==> config.mk <==
export PLATFORM = sky130hd
export DESIGN_NAME = rr_arbiter
export DESIGN_NICKNAME = d
export VERILOG_FILES = /design/src/rtl/rr_arbiter.sv
export SDC_FILE = /design/constraint.sdc
export NUM_CORES = 1
export LEC_CHECK = 0
export CAP_MARGIN = 20
export CORE_MARGIN = 1.5
export CORE_UTILIZATION = 47
export DETAILED_ROUTE_END_ITERATION = 10
export GPL_TIMING_DRIVEN = 0
export HOLD_SLACK_MARGIN = 0.02
export PLACE_DENSITY = 0.74
export SYNTH_ARGS = -nofsm -noshare
export SYNTH_HDL_FRONTEND = slang
export SYNTH_SLANG_ARGS = --single-unit
export TNS_END_PERCENT = 30
==> constraint.sdc <==
create_clock -name clk -period 1.6 [get_ports clk]
set_clock_uncertainty 0.05 [all_clocks]
set_input_delay 0.16 -clock clk [delete_from_list [all_inputs] [get_ports clk]]
set_output_delay 0.16 -clock clk [all_outputs]
set_load 0.02 [all_outputs]
==> src/rtl/rr_arbiter.sv <==
// Four-way round-robin arbiter with a bounded hold time under contention.
// Grant, owner and busy are all registered; req never reaches an output combinationally.
module rr_arbiter #(
  parameter int MAX_HOLD = 4
) (
  input  logic       clk,
  input  logic       reset,
  input  logic [3:0] req,
  output logic [3:0] gnt,
  output logic [1:0] owner,
  output logic       busy
);

  // state | meaning
  // IDLE  | no grant outstanding, gnt = 0000
  // GRANT | exactly one gnt bit set, owner holds the datapath

  localparam int CW = $clog2(MAX_HOLD + 1);
  localparam logic [CW-1:0] HOLD_MAX = CW'(MAX_HOLD);

  typedef enum logic {
    IDLE  = 1'b0,
    GRANT = 1'b1
  } state_t;

  state_t        state, state_nxt;
  logic [1:0]    last, last_nxt;
  logic [1:0]    owner_nxt;
  logic [3:0]    gnt_nxt;
  logic          busy_nxt;
  logic [CW-1:0] hold_cnt, hold_nxt;

  logic [3:0]    search_req;
  logic [1:0]    winner;
  logic [1:0]    idx;
  logic          found;
  logic          new_grant;

  // While granting, the owner is masked so a forced handoff never re-picks it.
  always_comb begin
    search_req = req;
    if (state == GRANT) search_req[owner] = 1'b0;
    winner = last;
    found  = 1'b0;
    idx    = last;
    for (int k = 1; k <= 4; k++) begin
      idx = last + 2'(k);
      if (!found && search_req[idx]) begin
        winner = idx;
        found  = 1'b1;
      end
    end
  end

  always_comb begin
    state_nxt = state;
    gnt_nxt   = gnt;
    owner_nxt = owner;
    last_nxt  = last;
    hold_nxt  = hold_cnt;
    busy_nxt  = busy;
    new_grant = 1'b0;

    case (state)
      IDLE: begin
        if (found) new_grant = 1'b1;
      end
      GRANT: begin
        if (!req[owner]) begin
          if (found) begin
            new_grant = 1'b1;
          end else begin
            state_nxt = IDLE;
            gnt_nxt   = 4'b0000;
            busy_nxt  = 1'b0;
            hold_nxt  = '0;
          end
        end else if (hold_cnt < HOLD_MAX) begin
          hold_nxt = hold_cnt + 1'b1;
        end else if (found) begin
          new_grant = 1'b1;
        end
      end
      default: begin
        state_nxt = IDLE;
        gnt_nxt   = 4'b0000;
        busy_nxt  = 1'b0;
        hold_nxt  = '0;
      end
    endcase

    // Any fresh grant, even back to the same index, restarts the hold window.
    if (new_grant) begin
      state_nxt = GRANT;
      gnt_nxt   = 4'b0001 << winner;
      owner_nxt = winner;
      last_nxt  = winner;
      hold_nxt  = CW'(1);
      busy_nxt  = 1'b1;
    end
  end

  // last resets to 3 so requester 0 is first in line after reset.
  always_ff @(posedge clk or negedge reset) begin
    if (!reset) begin
      state    <= IDLE;
      gnt      <= 4'b0000;
      owner    <= 2'd0;
      busy     <= 1'b0;
      last     <= 2'd3;
      hold_cnt <= '0;
    end else begin
      state    <= state_nxt;
      gnt      <= gnt_nxt;
      owner    <= owner_nxt;
      busy     <= busy_nxt;
      last     <= last_nxt;
      hold_cnt <= hold_nxt;
    end
  end

endmodule

==> impl_metrics.env <==
export IMPL_status="finished, violations left"
export IMPL_violations="setup timing"
export IMPL_crit_slowest_cell="dfrtp_2"
export IMPL_nNetsFinal=108
export IMPL_ys_seq_area_frac=0.380
export IMPL_drv_slew=0
export IMPL_setup_viol=11
export IMPL_rr_worst_depth=5
export IMPL_power_density_cell_area_nw_per_um2=2160
export IMPL_critPathLaunchType="register"
export IMPL_drt_met1_wl_um=755
export IMPL_fp_dieH_um=45.9
export IMPL_p_int_mw=1.39
export IMPL_critical_path_required_ns=1.73
export IMPL_maxCapViolCount=0
export IMPL_ys_flop_type="dfrtp_1"
export IMPL_antenna_found_initial=0
export IMPL_tritoncts="yes"
export IMPL_power_total_mw=2.36
export IMPL_p_sw_uw=974
export IMPL_grt_start_max_net_pins=14
export IMPL_gp_congestion=0.837
export IMPL_synth_top_family_by_area="compound AO/OA/AOI/OAI gates"
export IMPL_clock_root_buffer="clkbuf_4"
export IMPL_period_share=1.09
export IMPL_pwr_share_comb=0.654
export IMPL_crit_arrival_ns=1.88
export IMPL_synth_simple_area_share=0.184
export IMPL_path_class="reg -> reg"
export IMPL_synth_edf_count=0
export IMPL_diodes=0
export IMPL_yosysWarnings=0
export IMPL_clk_latency_ns=0.28
export IMPL_path_max_fanout=5
export IMPL_viasPerCell=5.60
export IMPL_finalNonFillerCells=125
export IMPL_wl_met3_um=82
export IMPL_pwr_share_seq=0.259
export IMPL_dpl_hpwl_um=1190
export IMPL_grt_pass1_wl_um=2660
export IMPL_cts_made_buffers=3
export IMPL_syn_area_per_cell_sq_um=10.7
export IMPL_irDropWorstVdd_uv=1250
export IMPL_slew_headroom=0.613
export IMPL_tightest_slew_ns=0.579
export IMPL_end_kind="register"
export IMPL_synth_adder_area_share=0.0145
export IMPL_n_fill_cell=139
export IMPL_fp_row_count=15
export IMPL_final_setup_tns_ns=-0.839
export IMPL_port_buffers=12
export IMPL_vias=700
export IMPL_maxUsedRoutingLayer="met3"
export IMPL_die_area_sq_um=2100
export IMPL_drive_above_1_share=0.340
export IMPL_leakagePower_nw=0.455
export IMPL_cts_buffer_depth=2
export IMPL_mappedNetlistArea_sq_um=863
export IMPL_synth_cell_type_count=39
export IMPL_htreeDepth=1
export IMPL_power_frac_clock=0.087
export IMPL_fin_ws_ns=-0.150
export IMPL_ant_nets=0
export IMPL_wl_per_cell_um=13.8
export IMPL_setup_worst_path_start="owner[1]$_DFFE_PN0P_"
export IMPL_gr_total_overflow=0
export IMPL_syn_to_final_growth_pct=26.7
export IMPL_postCtsHoldBufs=0
export IMPL_dp_cells=118
export IMPL_ys_ff_latch=13
export IMPL_die_w_um=45.9
export IMPL_drc_errors=0
export IMPL_finalCriticalPeriod_ns=1.75
export IMPL_max_stage_delay_ns=0.46
export IMPL_dpl_cell_area_sq_um=1020
export IMPL_hold_path_class="in -> async"
export IMPL_grt_pass1_vias=610
export IMPL_dr_pass1_iters=4
export IMPL_worstSetupEndpoint="gnt[0]$_DFFE_PN0P_"
export IMPL_cts_sinks=13
export IMPL_synth_fp_nets=88
export IMPL_r2r_start="owner[1]$_DFFE_PN0P_"
export IMPL_finalHoldViolCount=0
export IMPL_final_cell_area_sq_um=1090
export IMPL_start_util=0.500
export IMPL_rsz0062_at_grt="yes"
export IMPL_wl_um=1720
export IMPL_grt_total_usage=0.178
export IMPL_synth_xor_area_share=0
export IMPL_synth_cells=81
export IMPL_reg2reg_to="gnt[0]$_DFFE_PN0P_"
export IMPL_core_area_sq_um=1730
export IMPL_max_freq_mhz=571
export IMPL_p_sw_frac=0.412
export IMPL_crit_chain="buf_6 > nand3b_1 > a311o_1 > nand4_4 > a2bb2o_4"
export IMPL_reg2reg_slack_ns=-0.15
export IMPL_io_pins=13
export IMPL_dr_first_iter_drc_count=13
export IMPL_wl_met2_um=882
export IMPL_synth_async_sr_flop_share=1.00
export IMPL_muxShareOfSynthArea=0.0565
export IMPL_path_clk_slew_ns=0.08
export IMPL_synth_compound_gate_area_share=0.287
-- kinds of logic (layout without fill, tap and decap cells) --
family | after synthesis | count (layout)
AOI/OAI and AO/OA | 29 | 29
and+or+nand+nor | 26 | 26
DFF | 13 | 13
buffers and inverters | 9 | 28
muxes | 3 | 3
adders and majority gates | 1 | 1
-- worst max-delay path: cells and delay by family, from the launching register on --
family	cells	cell delay, ns
compound gates	2	0.65
simple gates	2	0.35
flops	1	0.46
buf+inv	1	0.14
-- placed cells by master, fill, tap and decap left out, types with 2 or more instances in the layout --
master	n
dfstp_2	2
nor2_1	2
o21a_1	2
and2_4	2
a21oi_1	8
nand3_1	2
dfrtp_1	10
nand3b_1	2
buf_6	3
o21ai_1	2
o21ai_2	3
inv_1	4
clkdlybuf4s50_1	11
a32o_1	4
clkbuf_4	3
nand2_1	7
buf_4	4
-- how the worst min path moves through the flow --
stage,depth (start not counted),end,slack [ns]
floorplan,0,busy$_DFFE_PN0P_,-0.19
global placement,1,gnt[2]$_DFFE_PN0P_,0.43
detailed placement,1,gnt[3]$_DFFE_PN0P_,0.43
CTS,1,gnt[2]$_DFFE_PN0P_,0.21
global route,1,owner[0]$_DFFE_PN0P_,0.26
finish,1,gnt[3]$_DFFE_PN0P_,0.19
-- metal layers --
metal | track usage | vias up
li1 | - | 342
met3 | 0.0595 | 0
met1 | 0.220 | 339
met4 | 0.0343 | 0
met5 | 0 | -
met2 | 0.300 | 19
-- cell usage after synthesis (2+ instances only) --
master | number | area share
dfstp_2 | 2 | 0.061
nand3_1 | 3 | 0.017
inv_1 | 4 | 0.017
o21a_1 | 2 | 0.017
o21ai_0 | 4 | 0.023
nand3b_1 | 2 | 0.017
a32o_1 | 4 | 0.046
dfrtp_1 | 11 | 0.32
buf_6 | 4 | 0.052
a21oi_1 | 8 | 0.046
nor2_1 | 2 | 0.0087
nand2_1 | 7 | 0.030
and2_1 | 2 | 0.014
-- sequential cells by signal (all words and copies together), names as in the netlist --
signal,count
busy,1
hold_cnt,3
owner,2
gnt,4
state,1
last,2
-- through the flow --
stage | hold slack [ns] | setup WS [ns] | utilization
6_report | 0.189 | -0.150 | 0.633
5_1_grt | 0.257 | -0.210 | 0.633
4_1_cts | 0.215 | -0.171 | 0.620
3_5_place_dp | 0.432 | -0.417 | 0.593
3_3_place_gp | 0.429 | -0.402 | 0.593
2_1_floorplan | -0.186 | -0.221 | -
-- timing repair --
action,4_1_cts,5_1_grt
cloned,1,0
endpoints found under the setup margin,13,13
resized for setup,4,7
hold endpoints to repair,0,0
pin swaps,7,5
setup buffers,4,0
-- power groups by stage --
stage          sequential, mW  clock (mW)  combinational, mW
2_1_floorplan           0.660           0               1.06
3_3_place_gp            0.586           0               1.46
3_5_place_dp            0.590           0               1.47
4_1_cts                 0.600       0.213               1.49
5_1_grt                 0.626       0.224               1.66
6_report                0.611       0.206               1.55
-- final cells by class --
type	count	area [sq um]	share of cell area
sequential	13	329	0.301
clock buffer	3	22.5	0.0206
multi-input combinational	59	503	0.460
buffer	3	30.0	0.0275
clock inverter	1	5.00	0.00458
tap	25	31.3	0.0286
timing repair buffer	17	158	0.144
inverter	4	15.0	0.0137
Note: power is estimated with default switching activity, not from simulation.
